===== src/rtl/ps2_rx_fifo.sv =====
// ps2_rx_fifo: PS/2 device-to-host receiver with a show-ahead scancode FIFO
// and a history of the last popped bytes.
//   clk, rst      : system clock, synchronous active-high reset
//   ps2_clk/data  : raw asynchronous PS/2 pins
//   rd            : pop strobe (ignored while empty)
//   data, ready   : FIFO head (8'h00 when empty), FIFO not empty
//   count         : bytes held
//   overflow      : sticky, good frame dropped while full; cleared by a pop
//   parity_err    : one-cycle pulse, frame dropped for bad parity
//   frame_err     : one-cycle pulse, frame dropped for bad stop bit or timeout
//   key_hist      : last popped bytes, newest in [7:0]
module ps2_rx_fifo #(
    parameter int FIFO_DEPTH  = 8,
    parameter int HIST_BYTES  = 4,
    parameter int TIMEOUT_CYC = 50000
) (
    input  logic                            clk,
    input  logic                            rst,
    input  logic                            ps2_clk,
    input  logic                            ps2_data,
    input  logic                            rd,
    output logic [7:0]                      data,
    output logic                            ready,
    output logic [$clog2(FIFO_DEPTH):0]     count,
    output logic                            overflow,
    output logic                            parity_err,
    output logic                            frame_err,
    output logic [8*HIST_BYTES-1:0]         key_hist
);
    localparam int AW = $clog2(FIFO_DEPTH);
    localparam int CW = AW + 1;
    localparam int TW = $clog2(TIMEOUT_CYC + 1);
    localparam int HW = 8 * HIST_BYTES;

    typedef enum logic [1:0] {ST_IDLE, ST_DATA, ST_PARITY, ST_STOP} state_t;

    state_t          state_q, state_d;
    logic [1:0]      clk_sync_q, clk_sync_d, dat_sync_q, dat_sync_d;
    logic [2:0]      clk_samp_q, clk_samp_d, dat_samp_q, dat_samp_d;
    logic [2:0]      bitcnt_q, bitcnt_d;
    logic [7:0]      shift_q, shift_d;
    logic            par_q, par_d;
    logic [TW-1:0]   tmo_q, tmo_d;
    logic            parity_err_q, parity_err_d, frame_err_q, frame_err_d;
    logic [7:0]      mem_q [FIFO_DEPTH];
    logic [7:0]      mem_d [FIFO_DEPTH];
    logic [AW-1:0]   wr_ptr_q, wr_ptr_d, rd_ptr_q, rd_ptr_d;
    logic [CW-1:0]   count_q, count_d;
    logic            overflow_q, overflow_d;
    logic [HW-1:0]   hist_q, hist_d;

    logic            fall, bit_in, push, pop, full, wr_en;
    logic [7:0]      head;

    always_comb begin
        clk_sync_d   = {clk_sync_q[0], ps2_clk};
        dat_sync_d   = {dat_sync_q[0], ps2_data};
        clk_samp_d   = {clk_samp_q[1:0], clk_sync_q[1]};
        dat_samp_d   = {dat_samp_q[1:0], dat_sync_q[1]};
        // [2] is the oldest stage; data is taken from the stage of the same
        // age as the first low clock sample.
        fall         = (clk_samp_q == 3'b100);
        bit_in       = dat_samp_q[1];

        state_d      = state_q;
        bitcnt_d     = bitcnt_q;
        shift_d      = shift_q;
        par_d        = par_q;
        tmo_d        = tmo_q;
        parity_err_d = 1'b0;
        frame_err_d  = 1'b0;
        push         = 1'b0;

        if (state_q != ST_IDLE) begin
            tmo_d = tmo_q + 1'b1;
        end

        if (fall) begin
            tmo_d = '0;
            case (state_q)
                ST_IDLE: begin
                    if (!bit_in) begin
                        state_d  = ST_DATA;
                        bitcnt_d = '0;
                    end
                end
                ST_DATA: begin
                    shift_d  = {bit_in, shift_q[7:1]};
                    bitcnt_d = bitcnt_q + 1'b1;
                    if (bitcnt_q == 3'd7) state_d = ST_PARITY;
                end
                ST_PARITY: begin
                    par_d   = bit_in;
                    state_d = ST_STOP;
                end
                ST_STOP: begin
                    state_d = ST_IDLE;
                    if (!(^{shift_q, par_q})) parity_err_d = 1'b1;
                    else if (!bit_in)         frame_err_d  = 1'b1;
                    else                      push         = 1'b1;
                end
                default: state_d = ST_IDLE;
            endcase
        end else if (state_q != ST_IDLE && tmo_q == TW'(TIMEOUT_CYC - 1)) begin
            state_d     = ST_IDLE;
            tmo_d       = '0;
            frame_err_d = 1'b1;
        end
    end

    always_comb begin
        head       = mem_q[rd_ptr_q];
        full       = (count_q == CW'(FIFO_DEPTH));
        pop        = rd && (count_q != '0);
        // A push into a full FIFO succeeds when the same cycle frees a slot.
        wr_en      = push && (!full || pop);
        mem_d      = mem_q;
        wr_ptr_d   = wr_ptr_q;
        rd_ptr_d   = rd_ptr_q;
        count_d    = count_q;
        overflow_d = overflow_q;
        hist_d     = hist_q;

        if (pop) begin
            rd_ptr_d   = rd_ptr_q + 1'b1;
            hist_d     = hist_q << 8;
            hist_d[7:0] = head;
            overflow_d = 1'b0;
        end
        if (wr_en) begin
            mem_d[wr_ptr_q] = shift_q;
            wr_ptr_d        = wr_ptr_q + 1'b1;
        end
        if (push && !wr_en) overflow_d = 1'b1;

        case ({wr_en, pop})
            2'b10:   count_d = count_q + 1'b1;
            2'b01:   count_d = count_q - 1'b1;
            default: count_d = count_q;
        endcase
    end

    always_ff @(posedge clk) begin
        if (rst) begin
            state_q      <= ST_IDLE;
            clk_sync_q   <= '1;
            dat_sync_q   <= '1;
            clk_samp_q   <= '1;
            dat_samp_q   <= '1;
            bitcnt_q     <= '0;
            shift_q      <= '0;
            par_q        <= 1'b0;
            tmo_q        <= '0;
            parity_err_q <= 1'b0;
            frame_err_q  <= 1'b0;
            for (int unsigned i = 0; i < FIFO_DEPTH; i++) mem_q[i] <= '0;
            wr_ptr_q     <= '0;
            rd_ptr_q     <= '0;
            count_q      <= '0;
            overflow_q   <= 1'b0;
            hist_q       <= '0;
        end else begin
            state_q      <= state_d;
            clk_sync_q   <= clk_sync_d;
            dat_sync_q   <= dat_sync_d;
            clk_samp_q   <= clk_samp_d;
            dat_samp_q   <= dat_samp_d;
            bitcnt_q     <= bitcnt_d;
            shift_q      <= shift_d;
            par_q        <= par_d;
            tmo_q        <= tmo_d;
            parity_err_q <= parity_err_d;
            frame_err_q  <= frame_err_d;
            mem_q        <= mem_d;
            wr_ptr_q     <= wr_ptr_d;
            rd_ptr_q     <= rd_ptr_d;
            count_q      <= count_d;
            overflow_q   <= overflow_d;
            hist_q       <= hist_d;
        end
    end

    assign data       = (count_q == '0) ? 8'h00 : head;
    assign ready      = (count_q != '0);
    assign count      = count_q;
    assign overflow   = overflow_q;
    assign parity_err = parity_err_q;
    assign frame_err  = frame_err_q;
    assign key_hist   = hist_q;
endmodule


===== config.mk =====
export PLATFORM = sky130hd
export DESIGN_NAME = ps2_rx_fifo
export DESIGN_NICKNAME = d
export VERILOG_FILES = /design/src/rtl/ps2_rx_fifo.sv
export SDC_FILE = /design/constraint.sdc
export NUM_CORES = 1
export LEC_CHECK = 0
export CAP_MARGIN = 20
export CORE_ASPECT_RATIO = 0.5
export CORE_MARGIN = 3
export CORE_UTILIZATION = 63
export DETAILED_ROUTE_END_ITERATION = 12
export PLACE_DENSITY_LB_ADDON = 0.2
export SETUP_SLACK_MARGIN = 0.5
export SKIP_CTS_REPAIR_TIMING = 1
export SYNTH_ARGS = -nofsm -noshare
export SYNTH_HDL_FRONTEND = slang
export SYNTH_SLANG_ARGS = --single-unit
export TNS_END_PERCENT = 50

===== constraint.sdc =====
create_clock -name clk -period 5.9 [get_ports clk]
set_clock_uncertainty 0.05 [all_clocks]
set_input_delay 0.885 -clock clk [delete_from_list [all_inputs] [get_ports clk]]
set_output_delay 0.885 -clock clk [all_outputs]
set_load 0.02 [all_outputs]

==> metrics.yaml, run 1 <==
detailed_routing:
  antenna_left: 0
  wl_per_cell_um: 17.60
  dr.pass1.iters: 5
  num_vias: 4826
  drtIter0Drc: 372
  via_per_inst: 5.759
  drcViolationCount: 0
  totalWireLength_um: 14750
critical_path:
  cp_top_family: "simple AND/OR/NAND/NOR gates"
  crit_slowest_cell: "nor4_2"
  endpoint_kind: "flop"
  slowest_delay_ns: 0.85
  cp_num_buf_inv: 2
  critical_path.max_fanout: 45
  critPathRequiredTime_ns: 6.19
  path_class: "reg2reg"
  critical_path.cell_chain: "nor4_2, inv_2, nand2_2, inv_2, ha_1, xor2_1, ha_1, a21oi_1, xor2_1, or3_1, a21oi_1"
  worstPathArrival_ns: 4.08
  worst_setup_path_start_kind: "flop"
clock_tree:
  cts_tree: "built"
  cts_buffer_depth: 2
  numCtsBuffers: 17
  h-tree-depth: 4
  clkLatencyLatePin_ns: 0.41
  clock-root-buffer: "clkbuf_16"
  cts_sinks: 148
  cts.clk_slew.worst_paths_ns: 0.06
synthesis:
  synth_fa_ha_area_share_pct: 2.228
  synth_area_sq_um: 6739
  synthSimpleGateAreaFrac_pct: 20.52
  synth_mux_area_share_pct: 18.01
  ys_async_sr_fraction_pct: 0
  synth_top_family_by_area: "simple AND/OR/NAND/NOR gates"
  avgSynthCellArea_sq_um: 10.23
  synth_edf_count: 0
  ys_types: 56
  yosys.area_share.xor_xnor_pct: 4.345
  yosys_warnings: 0
  ys_seq_area_share_pct: 43.97
  dominantRegCellSynth: "dfxtp_1"
  ys_seq_elements: 148
  synth_compound_area_share_pct: 7.501
  synth_nets: 676
  synthCells: 659
final_layout:
  finish.utilization_pct: 79.28
  design_area_sq_um: 7861
  fill_cells: 609
  layout_common_cells: "dfxtp_1, mux2i_1, nand2b_1"
  stdcell_count: 838
  layout_commonest_cell: "dfxtp_1"
  drive_above_1_share_pct: 12.23
  layout.nets: 707
  area_growth_pct: 16.65
  multi_input_area_sq_um: 3545
  antenna_cells: 0
  regArea_sq_um: 2963
floorplan:
  initial_core_util_pct: 67.96
  core_sq_um: 9916
  dieArea_sq_um: 12050
  io_pins: 53
  die_h_um: 79.14
  fp-row-count: 25
  die_w_um: 152.3
power:
  p_seq_share_pct: 47.1
  netSwitchingFraction_pct: 21.00
  power.total_w: 0.002129
  power_density_nw_per_um2: 270.9
  p_int_w: 0.001682
  p_switching_w: 0.0004472
  ir_worst_vdd_mv: 0.2510
  p_comb_share_pct: 1.2
  pwr-share-clk_pct: 51.7
  leakage_nw: 2.972
global_route:
  grt_max_degree: 90
  met2_usage_pct: 40.40
  grt_overflow: 0
  busiest_layer: "met2"
  antenna_found_initial: 0
  grt_pass1_wl_um: 24170
  grt_use_total_pct: 25.04
  use_met1_pct: 34.46
  grt_pass1_vias: 4644
  use_met3_pct: 5.280
placed_design:
  port_buffers: 52
  dp_hpwl_um: 9503
  place.gp.congestion: 0.8572
  dp_cells: 805
  dpl_cell_area_sq_um: 7239
timing:
  fmax_ghz: 0.2638
  setup_violations: 0
  hold_violations: 0
  final.setup.tns_ns: 0
  slew_viol_final: 0
  post-route-period-util_pct: 64.25
  fin_crit_ns: 3.791
  tightestPinTransition_ns: 0.9454
  slew_headroom_pct: 36.45
  rsz0062_at_grt: "no"
min_path:
  hold_path_class: "reg2reg"
job:
  maxCapViolCount: 0
outcome:
  status: "complete, no violations"
-- worst paths after layout --
check | from | endpoint | slack (ns) | depth (start not counted)
setup reg to reg | count[1] | count[2] | 2.11 | 11
hold reg to reg | clk_sync_q[0] | clk_sync_q[1] | 0.36 | 1
hold / removal | clk_sync_q[0] | clk_sync_q[1] | 0.36 | 1
setup / recovery | count[1] | count[2] | 2.11 | 11
-- logic make-up after synthesis --
kind of cell	Yosys count
buffers and inverters	51
adder cells (fa/ha/maj)	12
flip-flops	148
multiplexers	100
XOR/XNOR	28
AND/OR/NAND/NOR	254
AO/OA/AOI/OAI	66
-- layout make-up --
cell class | instances | share of cell area [%]
clock buffer | 18 | 5.459
clock inverter | 14 | 2.260
inverter | 8 | 0.3820
multi-input combinational | 460 | 45.09
sequential | 148 | 37.69
tap | 135 | 2.149
timing repair buffer | 55 | 6.971
-- metal layers --
layer	wire length [um]	vias up
li1	-	2332
met4	136	0
met3	821	18
met2	6754	132
met5	0	-
met1	7032	2344
-- sequential cells by signal, indices dropped and copies added (netlist names) --
register	count
wr_ptr_q	3
shift_q	8
dat_sync_q	2
rd_ptr_q	3
tmo_q	16
parity_err	1
mem_q	64
key_hist	32
frame_err	1
dat_samp_q	2
state_q	2
bitcnt_q	3
count	4
clk_sync_q	2
clk_samp_q	3
overflow	1
par_q	1
-- through the flow --
| step | setup slack [ns] | hold WS, ns |
|---|---|---|
| after floorplan | 2.878 | 0.3395 |
| after global placement | 2.187 | 0.3415 |
| after detailed placement | 2.120 | 0.3450 |
| after CTS | 1.736 | 0.3598 |
| after global routing | 1.744 | 0.3720 |
| final | 2.109 | 0.3591 |
-- cell usage after synthesis (all sizes together) (2+ instances only) --
cell | instances | share of area [%]
ha | 12 | 2.2
xor2 | 16 | 2.1
xnor2 | 9 | 1.2
nor4 | 8 | 1.5
a31oi | 6 | 1.9
a21oi | 36 | 2.7
dfxtp | 148 | 44
nor2b | 3 | 0.28
nor2 | 58 | 3.3
nand2 | 65 | 3.7
and3 | 5 | 0.46
inv | 7 | 0.39
or4bb | 2 | 0.33
nand4b | 3 | 0.39
o21ai | 7 | 0.52
nand3 | 7 | 0.59
or3 | 4 | 0.37
nor3b | 3 | 0.33
nor3 | 3 | 0.22
a32oi | 2 | 0.26
mux4 | 16 | 5.3
xnor3 | 2 | 0.69
clkbuf | 22 | 1.2
o2111ai | 4 | 0.71
or2 | 9 | 0.84
mux2i | 84 | 13
buf | 21 | 1.7
nand4 | 4 | 0.37
nand2b | 70 | 6.5
or2b | 3 | 0.33
a211oi | 8 | 0.89
-- power groups by stage --
| stage | registers (W) | logic, W | clock network [W] |
|---|---|---|---|
| floorplan | 0.00102 | 0.0000208 | 0 |
| global placement | 0.00102 | 0.0000259 | 0 |
| detailed placement | 0.00102 | 0.0000257 | 0 |
| CTS | 0.00100 | 0.0000258 | 0.00111 |
| global route | 0.00100 | 0.0000280 | 0.00116 |
| finish | 0.00100 | 0.0000260 | 0.00110 |
No activity file was read; power rests on OpenSTA's default activity.
==> run 2: changes to the inputs <==
Settings changed: CORE_UTILIZATION 63 to 58.
Clock period 5.9 ns to 3.7 ns, I/O delays scaled along.
==> metrics.yaml, run 2 (same netlist as run 1, synthesis figures left out) <==
critical_path:
  critical_path.max_fanout: 18  # -60%
  slowest_delay_ns: 0.55  # -0.30 ns
  endpoint_kind: "output port"
  worstPathArrival_ns: 2.49  # -1.59 ns
  critical_path.cell_chain: "buf_6, mux4_2, mux2i_1, nor2_1, clkdlybuf4s50_1"
  cp_num_buf_inv: 2  # unchanged
  reg2reg_slack_ns: 0.71  # -1.40 ns
  cp_top_family: "multiplexers"
  path_class: "reg2out"
  worst_setup_path_start_kind: "flop"
  critPathRequiredTime_ns: 3.09  # -3.10 ns
  crit_slowest_cell: "mux4_2"
floorplan:
  fp-row-count: 27  # +8.0%
  dieArea_sq_um: 13030  # +8.1%
  initial_core_util_pct: 60.45  # -7.5 points
  die_w_um: 158.4  # +4.1%
  core_sq_um: 11150  # +12%
  io_pins: 53  # unchanged
  die_h_um: 82.22  # +3.9%
clock_tree:
  cts_tree: "built"
  cts.clk_slew.worst_paths_ns: 0.06  # about the same
  clkLatencyLatePin_ns: 0.42  # about the same
  clock-root-buffer: "clkbuf_16"
  h-tree-depth: 4  # unchanged
  cts_buffer_depth: 2  # unchanged
  numCtsBuffers: 17  # unchanged
  cts_sinks: 148  # unchanged
final_layout:
  largest_reg_flops: 64  # unchanged
  layout.nets: 712  # +0.71%
  drive_above_1_share_pct: 13.14  # +0.90 points
  largest-register: "mem_q"
  design_area_sq_um: 7919  # +0.73%
  antenna_cells: 0  # unchanged
  layout_commonest_cell: "dfxtp_1"
  layout_common_cells: "dfxtp_1, mux2i_1, nand2b_1"
  finish.utilization_pct: 71.03  # -8.2 points
  area_growth_pct: 17.51
detailed_routing:
  via_per_inst: 5.485  # -4.8%
  totalWireLength_um: 14050  # -4.7%
  drtIter0Drc: 290  # -22%
  drcViolationCount: 0  # unchanged
  dr.pass1.iters: 4  # -1
  wl_per_cell_um: 16.47  # -6.4%
  antenna_left: 0  # unchanged
  num_vias: 4679  # -3.0%
power:
  pwr-share-clk_pct: 51.8  # about the same
  p_seq_share_pct: 46.9  # -0.2 points
  p_switching_w: 0.0006930  # +55%
  p_comb_share_pct: 1.2  # about the same
  netSwitchingFraction_pct: 20.36  # -0.65 points
  power_density_nw_per_um2: 429.9  # +59%
  leakage_nw: 3.004  # +1.1%
  ir_worst_vdd_mv: 0.3012  # +20%
  p_int_w: 0.002711  # +61%
placed_design:
  dp_hpwl_um: 8871  # -6.6%
  place_ws_ns: 0.2734  # -1.846 ns
  dpl_cell_area_sq_um: 7297  # +0.80%
  place.gp.congestion: 0.7909  # -7.7%
  port_buffers: 52  # unchanged
timing:
  final.setup.tns_ns: 0  # unchanged
  hold_ws_ns: 0.3599  # +0.0007880 ns
  slew_headroom_pct: 50.88  # +14 points
  slew_viol_final: 0  # unchanged
  fin_crit_ns: 3.092
  tightestPinTransition_ns: 0.7358  # -0.2096 ns
  setup_violations: 0  # unchanged
  fmax_ghz: 0.3234
  setup_slack_ns: 0.6076  # -1.502 ns
  rsz0062_at_grt: "yes"
  post-route-period-util_pct: 83.58
  hold_violations: 0  # unchanged
global_route:
  grt_overflow: 0  # unchanged
  grt_pass1_wl_um: 22560  # -6.6%
  antenna_found_initial: 0  # unchanged
  grt_use_total_pct: 22.16  # -2.9 points
  grt_max_degree: 69  # -23%
  grt_pass1_vias: 4533  # -2.4%
min_path:
  hold_path_class: "reg2reg"
job:
  maxCapViolCount: 0  # unchanged
outcome:
  status: "complete, no violations"
==> run 2: cell count changes in the layout (fill, tap and decap cells not counted) <==
cell,before,now
buf_4,3,8
buf_6,0,1
buf_8,1,0
clkbuf_8,0,2
clkinv_2,1,3
clkinv_4,3,2
clkinvlp_4,4,3
inv_6,3,1
mux2i_1,83,81
mux2i_2,0,2
==> run 2: final cells by class <==
cell class | count | area, sq um
multi-input combinational | 460 | 3552
fill | 839 | 3229
sequential | 148 | 2963
timing repair buffer | 60 | 581.8
clock buffer | 20 | 456.7
tap | 145 | 181.4
clock inverter | 12 | 153.9
inverter | 8 | 30.03
==> run 2: path summary, 6_finish.rpt <==
check | startpoint | endpoint | cells after the start
worst max register to register | state_q[0] | count[2] | 12
worst min-delay path | dat_sync_q[1] | dat_samp_q[0] | 1
worst max-delay path | rd_ptr_q[0] | data[2] | 5
worst min register to register | dat_sync_q[1] | dat_samp_q[0] | 1
==> run 2: worst reg2reg max path: cells and delay by family, from the launching register on <==
kind                       cells  cell delay, ns
DFF                            1            0.39
buffers and inverters          1            0.12
adders and majority gates      3            0.63
muxes                          1            0.31
xor gates and xnor gates       2            0.26
AOI/OAI and AO/OA              3            0.49
and+or+nand+nor                2            0.67
==> run 2: power by group through the flow <==
stage | registers, W | logic (W) | clock network [W]
after floorplan | 0.00163 | 0.0000332 | 0
after global placement | 0.00163 | 0.0000420 | 0
after detailed placement | 0.00163 | 0.0000416 | 0
after CTS | 0.00160 | 0.0000417 | 0.00179
after global routing | 0.00160 | 0.0000451 | 0.00185
final | 0.00160 | 0.0000417 | 0.00176
==> run 2: metrics by stage <==
| step | instances | total power, W |
|---|---|---|
| after detailed placement | 821 | 0.001675 |
| after global placement | 821 | 0.001675 |
| after floorplan | 659 | 0.001665 |
| final | 853 | 0.003404 |
| after global routing | 853 | 0.003496 |
| after CTS | 853 | 0.003427 |
==> run 2: layer usage <==
layer | track usage [%] | wire length, um | vias to the layer above
met5 | 0 | 0 | -
met2 | 34.32 | 6211 | 75
met3 | 3.852 | 438 | 18
li1 | - | - | 2338
met4 | 8.326 | 183 | 0
met1 | 31.33 | 7212 | 2248
